==> config.mk <==
export PLATFORM = sky130hd
export DESIGN_NAME = int_issue_queue_flat
export DESIGN_NICKNAME = d
export VERILOG_FILES = /design/src/rtl/int_issue_queue_if.sv /design/src/rtl/int_issue_queue.sv /design/src/flat_wrapper.sv
export SDC_FILE = /design/constraint.sdc
export NUM_CORES = 2
export LEC_CHECK = 0
export CAP_MARGIN = 15
export CORE_ASPECT_RATIO = 2
export CORE_MARGIN = 2
export CORE_UTILIZATION = 50
export DETAILED_ROUTE_END_ITERATION = 6
export GPL_ROUTABILITY_DRIVEN = 0
export GPL_TIMING_DRIVEN = 1
export PLACE_DENSITY = 0.66
export SYNTH_ARGS = -nofsm -noshare
export SYNTH_HDL_FRONTEND = slang
export SYNTH_SLANG_ARGS = --single-unit
export TNS_END_PERCENT = 20
==> constraint.sdc <==
create_clock -name clk -period 65.2 [get_ports clk]
set_clock_uncertainty 0.2 [all_clocks]
set_input_delay 19.56 -clock clk [delete_from_list [all_inputs] [get_ports clk]]
set_output_delay 19.56 -clock clk [all_outputs]
set_load 0.01 [all_outputs]
==> src/rtl/int_issue_queue_if.sv <==
// Entry format shared by dispatch, the issue queue and the ALU, plus the
// handshake bundle between the integer issue queue and its neighbours.
package int_issue_queue_pkg;
  localparam int ROB_ID_WIDTH = 5;

  typedef struct packed {
    logic [7:0]              opcode;
    logic                    dst_valid;
    logic [ROB_ID_WIDTH-1:0] instr_rob_id;
    logic                    src1_valid;
    logic                    src1_ready;
    logic [ROB_ID_WIDTH-1:0] src1_rob_id;
    logic [31:0]             src1_data;
    logic                    src2_valid;
    logic                    src2_ready;
    logic [ROB_ID_WIDTH-1:0] src2_rob_id;
    logic [31:0]             src2_data;
  } iiq_entry_t;
endpackage

interface int_issue_queue_if;
  import int_issue_queue_pkg::*;

  logic                    iiq_dispatch_ready;
  logic                    iiq_dispatch_valid;
  iiq_entry_t              iiq_dispatch_data;
  logic                    alu_broadcast_valid;
  logic [ROB_ID_WIDTH-1:0] alu_broadcast_rob_id;
  logic [31:0]             alu_broadcast_reg_data;
  logic                    ld_broadcast_valid;
  logic [ROB_ID_WIDTH-1:0] ld_broadcast_rob_id;
  logic [31:0]             ld_broadcast_reg_data;
  logic                    alu_issue_ready;
  logic                    alu_issue_valid;
  iiq_entry_t              alu_issue_data;
  logic                    iiq_wakeup_valid;
  logic [ROB_ID_WIDTH-1:0] iiq_wakeup_rob_id;
  logic                    fetch_redirect_valid;

  modport master (
    input  iiq_dispatch_ready, alu_issue_valid, alu_issue_data,
           iiq_wakeup_valid, iiq_wakeup_rob_id,
    output iiq_dispatch_valid, iiq_dispatch_data,
           alu_broadcast_valid, alu_broadcast_rob_id, alu_broadcast_reg_data,
           ld_broadcast_valid, ld_broadcast_rob_id, ld_broadcast_reg_data,
           alu_issue_ready, fetch_redirect_valid
  );

  modport slave (
    output iiq_dispatch_ready, alu_issue_valid, alu_issue_data,
           iiq_wakeup_valid, iiq_wakeup_rob_id,
    input  iiq_dispatch_valid, iiq_dispatch_data,
           alu_broadcast_valid, alu_broadcast_rob_id, alu_broadcast_reg_data,
           ld_broadcast_valid, ld_broadcast_rob_id, ld_broadcast_reg_data,
           alu_issue_ready, fetch_redirect_valid
  );
endinterface

==> src/rtl/int_issue_queue.sv <==
// Integer issue queue: age-ordered compacting entry array (slot 0 oldest),
// tag-based operand wakeup/capture, oldest-ready select with broadcast bypass.
module iiq_entry_view
  import int_issue_queue_pkg::*;
(
  input  iiq_entry_t              entry,
  input  logic                    wake_valid,
  input  logic [ROB_ID_WIDTH-1:0] wake_rob_id,
  input  logic                    ld_valid,
  input  logic [ROB_ID_WIDTH-1:0] ld_rob_id,
  input  logic [31:0]             ld_data,
  input  logic                    alu_valid,
  input  logic [ROB_ID_WIDTH-1:0] alu_rob_id,
  input  logic [31:0]             alu_data,
  output iiq_entry_t              view
);
  logic [1:0] wk, ld, alu;

  // Data capture is not gated by src_ready: a wakeup sets ready before the
  // producer's ALU result shows up one cycle later.
  assign wk[0]  = entry.src1_valid && wake_valid && (entry.src1_rob_id == wake_rob_id);
  assign wk[1]  = entry.src2_valid && wake_valid && (entry.src2_rob_id == wake_rob_id);
  assign ld[0]  = entry.src1_valid && ld_valid   && (entry.src1_rob_id == ld_rob_id);
  assign ld[1]  = entry.src2_valid && ld_valid   && (entry.src2_rob_id == ld_rob_id);
  assign alu[0] = entry.src1_valid && alu_valid  && (entry.src1_rob_id == alu_rob_id);
  assign alu[1] = entry.src2_valid && alu_valid  && (entry.src2_rob_id == alu_rob_id);

  always_comb begin
    view            = entry;
    view.src1_ready = entry.src1_ready | wk[0] | ld[0];
    view.src2_ready = entry.src2_ready | wk[1] | ld[1];
    view.src1_data  = alu[0] ? alu_data : (ld[0] ? ld_data : entry.src1_data);
    view.src2_data  = alu[1] ? alu_data : (ld[1] ? ld_data : entry.src2_data);
  end
endmodule

module int_issue_queue
  import int_issue_queue_pkg::*;
#(
  parameter int N_ENTRIES = 8,
  parameter int CNT_WIDTH = $clog2(N_ENTRIES) + 1
) (
  input logic               clk,
  input logic               rst_aH,
  int_issue_queue_if.slave  iiq
);
  localparam int IDX_W = $clog2(N_ENTRIES);

  iiq_entry_t             ent     [N_ENTRIES];
  iiq_entry_t             ent_nxt [N_ENTRIES];
  iiq_entry_t             cand    [N_ENTRIES+1];
  iiq_entry_t             view    [N_ENTRIES+1];
  logic [N_ENTRIES-1:0]   vld, vld_nxt, issuable;
  logic [CNT_WIDTH-1:0]   count, count_nxt, wr_pos;
  logic [IDX_W-1:0]       sel;
  logic                   any_rdy, fire, disp_fire, flush;

  assign flush     = iiq.fetch_redirect_valid;
  assign iiq.iiq_dispatch_ready = (count < CNT_WIDTH'(N_ENTRIES));
  assign disp_fire = iiq.iiq_dispatch_valid && iiq.iiq_dispatch_ready && !flush;

  // Slot N_ENTRIES is the incoming dispatch entry so it sees the same wakeups.
  always_comb begin
    for (int i = 0; i < N_ENTRIES; i++) cand[i] = ent[i];
    cand[N_ENTRIES] = iiq.iiq_dispatch_data;
  end

  for (genvar g = 0; g <= N_ENTRIES; g++) begin : g_view
    iiq_entry_view u_view (
      .entry       (cand[g]),
      .wake_valid  (iiq.iiq_wakeup_valid),
      .wake_rob_id (iiq.iiq_wakeup_rob_id),
      .ld_valid    (iiq.ld_broadcast_valid),
      .ld_rob_id   (iiq.ld_broadcast_rob_id),
      .ld_data     (iiq.ld_broadcast_reg_data),
      .alu_valid   (iiq.alu_broadcast_valid),
      .alu_rob_id  (iiq.alu_broadcast_rob_id),
      .alu_data    (iiq.alu_broadcast_reg_data),
      .view        (view[g])
    );
  end

  for (genvar g = 0; g < N_ENTRIES; g++) begin : g_rdy
    assign issuable[g] = vld[g] && (!ent[g].src1_valid || ent[g].src1_ready)
                                && (!ent[g].src2_valid || ent[g].src2_ready);
  end

  // Lowest slot is oldest, so scan downward and keep the last hit.
  always_comb begin
    any_rdy = 1'b0;
    sel     = '0;
    for (int i = N_ENTRIES - 1; i >= 0; i--) begin
      if (issuable[i]) begin
        any_rdy = 1'b1;
        sel     = IDX_W'(i);
      end
    end
  end

  assign iiq.alu_issue_valid   = any_rdy && !flush;
  assign fire                  = iiq.alu_issue_valid && iiq.alu_issue_ready;
  assign iiq.alu_issue_data    = iiq.alu_issue_valid ? view[sel] : '0;
  assign iiq.iiq_wakeup_valid  = fire && ent[sel].dst_valid;
  assign iiq.iiq_wakeup_rob_id = fire ? ent[sel].instr_rob_id : '0;

  assign wr_pos = count - CNT_WIDTH'(fire);

  always_comb begin
    for (int i = 0; i < N_ENTRIES; i++) ent_nxt[i] = view[i];
    vld_nxt   = vld;
    count_nxt = count + CNT_WIDTH'(disp_fire) - CNT_WIDTH'(fire);
    if (fire) begin
      for (int i = 0; i < N_ENTRIES - 1; i++) begin
        if (i >= int'(sel)) begin
          ent_nxt[i] = view[i+1];
          vld_nxt[i] = vld[i+1];
        end
      end
      vld_nxt[N_ENTRIES-1] = 1'b0;
    end
    if (disp_fire) begin
      ent_nxt[wr_pos[IDX_W-1:0]] = view[N_ENTRIES];
      vld_nxt[wr_pos[IDX_W-1:0]] = 1'b1;
    end
    if (flush) begin
      vld_nxt   = '0;
      count_nxt = '0;
    end
  end

  always_ff @(posedge clk or posedge rst_aH) begin
    if (rst_aH) begin
      for (int i = 0; i < N_ENTRIES; i++) ent[i] <= '0;
      vld   <= '0;
      count <= '0;
    end else begin
      ent   <= ent_nxt;
      vld   <= vld_nxt;
      count <= count_nxt;
    end
  end
endmodule

==> src/flat_wrapper.sv <==
// flat-port wrapper written by rule: the top's interface ports become plain ports
module int_issue_queue_flat import int_issue_queue_pkg::*;
#(
  parameter int N_ENTRIES = 8,
  parameter int CNT_WIDTH = $clog2(N_ENTRIES) + 1
)
  (clk, rst_aH, iiq_iiq_dispatch_ready, iiq_alu_issue_valid, iiq_alu_issue_data, iiq_iiq_wakeup_valid, iiq_iiq_wakeup_rob_id, iiq_iiq_dispatch_valid, iiq_iiq_dispatch_data, iiq_alu_broadcast_valid, iiq_alu_broadcast_rob_id, iiq_alu_broadcast_reg_data, iiq_ld_broadcast_valid, iiq_ld_broadcast_rob_id, iiq_ld_broadcast_reg_data, iiq_alu_issue_ready, iiq_fetch_redirect_valid);
  int_issue_queue_if iiq_i ();
  input logic clk;
  input logic rst_aH;
  output wire logic [$bits(iiq_i.iiq_dispatch_ready)-1:0] iiq_iiq_dispatch_ready;
  output wire logic [$bits(iiq_i.alu_issue_valid)-1:0] iiq_alu_issue_valid;
  output wire logic [$bits(iiq_i.alu_issue_data)-1:0] iiq_alu_issue_data;
  output wire logic [$bits(iiq_i.iiq_wakeup_valid)-1:0] iiq_iiq_wakeup_valid;
  output wire logic [$bits(iiq_i.iiq_wakeup_rob_id)-1:0] iiq_iiq_wakeup_rob_id;
  input wire logic [$bits(iiq_i.iiq_dispatch_valid)-1:0] iiq_iiq_dispatch_valid;
  input wire logic [$bits(iiq_i.iiq_dispatch_data)-1:0] iiq_iiq_dispatch_data;
  input wire logic [$bits(iiq_i.alu_broadcast_valid)-1:0] iiq_alu_broadcast_valid;
  input wire logic [$bits(iiq_i.alu_broadcast_rob_id)-1:0] iiq_alu_broadcast_rob_id;
  input wire logic [$bits(iiq_i.alu_broadcast_reg_data)-1:0] iiq_alu_broadcast_reg_data;
  input wire logic [$bits(iiq_i.ld_broadcast_valid)-1:0] iiq_ld_broadcast_valid;
  input wire logic [$bits(iiq_i.ld_broadcast_rob_id)-1:0] iiq_ld_broadcast_rob_id;
  input wire logic [$bits(iiq_i.ld_broadcast_reg_data)-1:0] iiq_ld_broadcast_reg_data;
  input wire logic [$bits(iiq_i.alu_issue_ready)-1:0] iiq_alu_issue_ready;
  input wire logic [$bits(iiq_i.fetch_redirect_valid)-1:0] iiq_fetch_redirect_valid;
  assign iiq_iiq_dispatch_ready = iiq_i.iiq_dispatch_ready;
  assign iiq_alu_issue_valid = iiq_i.alu_issue_valid;
  assign iiq_alu_issue_data = iiq_i.alu_issue_data;
  assign iiq_iiq_wakeup_valid = iiq_i.iiq_wakeup_valid;
  assign iiq_iiq_wakeup_rob_id = iiq_i.iiq_wakeup_rob_id;
  assign iiq_i.iiq_dispatch_valid = iiq_iiq_dispatch_valid;
  assign iiq_i.iiq_dispatch_data = iiq_iiq_dispatch_data;
  assign iiq_i.alu_broadcast_valid = iiq_alu_broadcast_valid;
  assign iiq_i.alu_broadcast_rob_id = iiq_alu_broadcast_rob_id;
  assign iiq_i.alu_broadcast_reg_data = iiq_alu_broadcast_reg_data;
  assign iiq_i.ld_broadcast_valid = iiq_ld_broadcast_valid;
  assign iiq_i.ld_broadcast_rob_id = iiq_ld_broadcast_rob_id;
  assign iiq_i.ld_broadcast_reg_data = iiq_ld_broadcast_reg_data;
  assign iiq_i.alu_issue_ready = iiq_alu_issue_ready;
  assign iiq_i.fetch_redirect_valid = iiq_fetch_redirect_valid;
  int_issue_queue #(.N_ENTRIES(N_ENTRIES), .CNT_WIDTH(CNT_WIDTH)) u_core (.clk(clk), .rst_aH(rst_aH), .iiq(iiq_i));
endmodule
; Word level (Yosys, flattened, before mapping)
; Cells that the tools add are included.
[classes]
addsub = 3
order_cmp = 14
n_eq_ne = 54
mux = 85
bitwise = 39
reduce_logical = 164
[op_table]
columns = op, n
row1 = 32-bit 2-to-1 mux, 36
row2 = 92-bit 2-to-1 mux, 11
row3 = 736-bit bitwise mux, 1
row4 = 736-bit 2-to-1 mux, 1
row5 = 644-bit 2-to-1 mux, 1
row6 = 92-bit binary-select mux with 4-bit select, 1
row7 = 92-bit binary-select mux with 3-bit select, 1
row8 = 92-bit demux with 3-bit select, 1
row9 = 5-bit equality test, 54
row10 = 84-bit 2-to-1 mux, 2
row11 = 1-bit logical AND, 131
row12 = 1-bit OR, 36
row13 = 3-bit 2-to-1 mux, 8
row14 = 8-bit 2-to-1 mux, 3
row15 = 1-bit logical NOT, 17
row16 = 1-bit logical OR, 16
row17 = 1-bit 2-to-1 mux, 16
row18 = 3-bit >= comparator (first input constant), 3
row19 = 4-bit >= comparator (second input constant), 2
row20 = 3-bit inverter with 4-bit output, 2
row21 = 8-bit OR, 1
row22 = 1-bit by 3-bit >= comparator with 1-bit output (first input constant), 2
row23 = 2-bit by 3-bit >= comparator with 1-bit output (first input constant), 2
row24 = 4-bit by 5-bit >= comparator with 1-bit output (second input constant), 1
row25 = 10 further kinds, 10
[totals]
register_bits = 748
input_bits = 173

; Depth between registers and ports, before layout
[depth]
depth_word = 25
ltp_mapped = 19
depth_no_buf = 12

; By module
; A second synthesis with hierarchy kept.
[hier_totals]
hier_cells = 7479
area_unflattened_um2 = 63404.6
[modules_own_cells]
columns = mod, instances, cells_per_inst, area_per_inst_um2, seq_area_each_um2
row1 = int_issue_queue, 1, 3789, 42301.8, 18718.0
row2 = iiq_entry_view, 9, 410, 2344.7, 0.0

; Worst setup path before layout
; OpenSTA, ideal clock, no wires.
[synth_path]
path_type = input-to-output
start = input iiq_ld_broadcast_rob_id[4]
end = output iiq_alu_issue_data[3]
t_arrival_ps = 22110
path_slack_ps = 23330
stages = 11
path_buffers = 2
path_cell_list = buf_2 xor2_1 nor4_1 nand4_1 clkbuf_1 mux2i_1 a21oi_1 nor2_1 a21oi_1 o22ai_1 a2111oi_0
[synth_via]
elab_chain_len = 8
[synth_lines]
columns = item, line
row1 = from (decl), flat_wrapper.sv:22  ; input wire logic [$bits(iiq_i.ld_broadcast_rob_id)-1:0] iiq_ld_broadcast_rob_id;
row2 = 5-bit equality test, int_issue_queue.sv:24  ; assign ld[1] = entry.src2_valid && ld_valid && (entry.src2_rob_id == ld_rob_id);
row3 = 1-bit logical AND, int_issue_queue.sv:24
row4 = 32-bit 2-to-1 mux (2 in series), int_issue_queue.sv:33  ; view.src2_data = alu[1] ? alu_data : (ld[1] ? ld_data : entry.src2_data);
row5 = 92-bit binary-select mux with 4-bit select *, int_issue_queue.sv:102  ; assign iiq.alu_issue_data = iiq.alu_issue_valid ? view[sel] : '0;
row6 = 92-bit 2-to-1 mux (implied by the code) * (2 in series), int_issue_queue.sv:102
row7 = 92-bit 2-to-1 mux *, int_issue_queue.sv:102
row8 = to (decl), flat_wrapper.sv:13  ; output wire logic [$bits(iiq_i.alu_issue_data)-1:0] iiq_alu_issue_data;
; Mark *: on every way between the ends. The rest lies on a longest branch, timed or not. The select of a mux whose other input is x is not followed.

; Worst setup path in the final report
[layout_path]
start = input iiq_alu_broadcast_valid
end = output iiq_alu_issue_data[70]
[layout_via]
elab_chain_len = 7
[layout_lines]
columns = item, line
row1 = from (decl), flat_wrapper.sv:18  ; input wire logic [$bits(iiq_i.alu_broadcast_valid)-1:0] iiq_alu_broadcast_valid;
row2 = 1-bit logical AND (2 in series), int_issue_queue.sv:25  ; assign alu[0] = entry.src1_valid && alu_valid && (entry.src1_rob_id == alu_rob_id);
row3 = 32-bit 2-to-1 mux, int_issue_queue.sv:32  ; view.src1_data = alu[0] ? alu_data : (ld[0] ? ld_data : entry.src1_data);
row4 = 92-bit binary-select mux with 4-bit select *, int_issue_queue.sv:102
row5 = 92-bit 2-to-1 mux (implied by the code) * (2 in series), int_issue_queue.sv:102
row6 = 92-bit 2-to-1 mux *, int_issue_queue.sv:102
; Marked as above.

==> metrics.txt <==
final core utilization=55.13%; HP Class=flip-flop to flip-flop; Die ar.=112300 sq um; core area=108700 sq um; H-tree lvl count=3; crit path max-delay cell type=clkdlybuf4s50_1; Net Count, Synth=between 7000 and 8000; area leader, netlist=dfrtp_1; #FFs+latches synth=748; sequential standard cell area=18720 sq um; met2 wire len=between 100000 and 150000 um; post-DR wirelength/cell=28.59 um; Synth-to-Final Area Change=9.433%; first-pass GRT wire length=approximately 350000 um; CTS tree=yes; area occupied by multi-input gates=~33000 sq um; CTS root buffer=clkbuf_16; grt ovf=0; worst-path fanout max=51; ys async rst share=100.0%; post-place setup slack=21230 ps; top cell type's share of synthesized area=34.19%; DR WL met3=29700 um; RSZ-0062 raised after global routing=no; crit path cell chain=clkdlybuf4s50_1 > nand4_1 > buf_4 > a21oi_1 > nand2_1 > nand3_1 > nand3_1 > a31oi_1 > clkdlybuf4s50_1; Slew @ Worst Pin=1309 ps; PostCTS Resize Cnt=0; die height=472.0 um; TritonCTS buffer count=75; Crit Path Category=input pin to output port; Tcrit/Tclk final=68.02%; Syn Area/Cell=7.368 sq um; final hold viol count=0; Final ANT Viol Nets=0; relative slew slack=12.17%; M1 WL=84880 um; Die Width=238.0 um; Ys Warns=0; post-synthesis instance total=7431; fraction of layout cells with a size suffix above 1=roughly 6.1%; number of global-route vias before repair=54675; Pwr Density=36.16 nW/um^2; critical path data required time=45440 ps; crit path time final=44350 ps; Iter 0 DRT Violations=7511; startpoint types=input pin; top sig layer=met5; fin nets=7282; num rows=171; clk_lat worst skew=710 ps; fmax=approximately 23 MHz; Post-synth EDFFs=0; CP peak stage delay=1110 ps; count of different cell masters after synthesis=79; DR vias=~58000; DRC Markers=1; clk buf depth=3; largest cells by area after synthesis=dfrtp_1 34%, mux2i_1 13%, nand2_1 9.3%, nor2_1 8.2%, a21oi_1 7.9%; clk slew on worst S/H paths=70 ps; Main synth FF type=dfrtp_1; Post-CTS Hold Fix Bufs=0; # IOs=273; outcome=finished, violations left; largest net degree at the start of global routing=160; Worst setup EP type=output port; worst setup margin=20850 ps; Final setup violation count=0; port bufs=between 200 and 300; Vias/cell=6.768; routed wire length=244200 um; failing checks=DRC; Filler cells=10284; GRT Total Usage=42.24%; Critical Path AT=24590 ps; Post-Syn Area=54750 sq um; initial antenna violation count=10; clk sinks=748; DR pass1 iterations=7; Post-DP HPWL=143800 um; setup TNS=0 ps; Final Max Tran Viols=0; post-CTS setup repair buffer count=0; leakage=29.00 nW; Starting Density=roughly 50%; peak supply drop=0.00002641 V; max_cap viols=0; Seq/Total Area, Yosys=around 34%
==> stage by stage <==
step | total power (W) | instances | cell area [sq um] | hold WS, ps
4_1_cts | 0.002119 | 8537 | 59910 | 340.0
5_1_grt | 0.002277 | 8539 | 59910 | 357.8
6_report | 0.002166 | 8542 | 59920 | 341.1
2_1_floorplan | 0.001409 | 7431 | 54750 | 294.0
3_5_place_dp | 0.001666 | 8409 | 57480 | 318.0
3_3_place_gp | 0.001637 | 8409 | 57480 | 309.4
==> state kept, by name, summed over array words and instances, names as in the netlist, named ones only <==
name	cells
u_core.vld	8
u_core.count	4
u_core.cand	710
==> final cells by class <==
type	instances	area share, %
flip-flops and latches	748	31.24
repair buffers	427	6.569
well taps	1384	2.890
inverters	27	0.1817
clock inverters	12	0.2005
diodes	5	0.02088
multi-input cells	5823	55.05
clock buffers	116	3.844
==> metal layers <==
metal  global-route usage, %  vias to the layer above
met2                   65.63                     4405
met1                   49.51                    27189
met4                   32.07                       16
met3                   11.56                     1434
met5                  0.5709                        -
li1                        -                    24769
==> cell usage after synthesis, drive strengths merged (4+ instances only) <==
library cell and number:
buf 140, a21o 10, a31oi 397, nand3 139, xor2 162, and3 17, o22ai 45, ha 6
inv 27, nor3 16, o221ai 26, a211oi 43, a32o 9, o2111ai 15, nand2 1356, a2111oi 30
dfrtp 748, nand4 42, nor4 39, o31ai 13, nor2 1195, o211ai 9, o21ai 420, a221oi 4
nand2b 22, nand3b 5, xnor2 82, mux2 93, o311ai 5, a21oi 863, nor2b 12, clkbuf 693
mux2i 713
==> critical path: cells and delay by family <==
family,cells,cell delay (ps)
compound gates,2,1230
buf+inv,3,2480
simple gates,4,1280
==> logic make-up (layout without fill, tap and decap cells) <==
kind of cell               Yosys count  after routing  synth area share [%]
buffers and inverters              860            582                 6.129
adders and majority gates            7              7                0.1737
DFF                                748            748                 34.19
and+or+nand+nor                   2853           2853                 20.74
AOI/OAI and AO/OA                 1913           1913                 19.92
other                                0              5                     0
xor gates and xnor gates           244            244                 3.903
muxes                              806            806                 14.95
==> where the power goes <==
part,internal [W],leakage (nW),switching (W),total [W]
sequential,0.000644,9.60,0.000146,0.000790
clock,0.000250,1.20,0.000209,0.000459
combinational,0.000360,18.2,0.000558,0.000918
total,0.00125,29.0,0.000912,0.00217
==> path summary, 6_finish.rpt <==
check | start | endpoint | slack [ps] | cells after the start
worst min register to register | flip-flop | flip-flop | 340 | 1
worst min-delay path | flip-flop | flip-flop | 340 | 1
worst max-delay path | iiq_alu_broadcast_valid | iiq_alu_issue_data[70] | 20850 | 9
worst max register to register | u_core.cand[813] | u_core.cand[509] | 58630 | 13
max in group asynchronous | rst_aH | u_core.cand[520] | 43220 | 4
min in group asynchronous | rst_aH | u_core.cand[362] | 19150 | 2
==> placed cells by master (no fill, tap or decap), types with 15 or more instances in the layout <==
cell	count
mux2_2	92
a2111oi_0	28
nand3_1	133
nor4_1	37
a31oi_1	396
dfrtp_1	748
clkbuf_8	23
o221ai_1	26
xor2_1	162
clkbuf_16	77
buf_4	151
nand2_1	1346
mux2i_1	713
inv_1	23
o22ai_1	45
clkbuf_1	16
o21ai_0	407
clkdlybuf4s50_1	272
o2111ai_1	15
a21oi_1	856
nor2_1	1189
nand4_1	41
xnor2_1	82
nand2b_1	20
a211oi_1	40
and3_1	17
(Power assumes the default switching activity.)
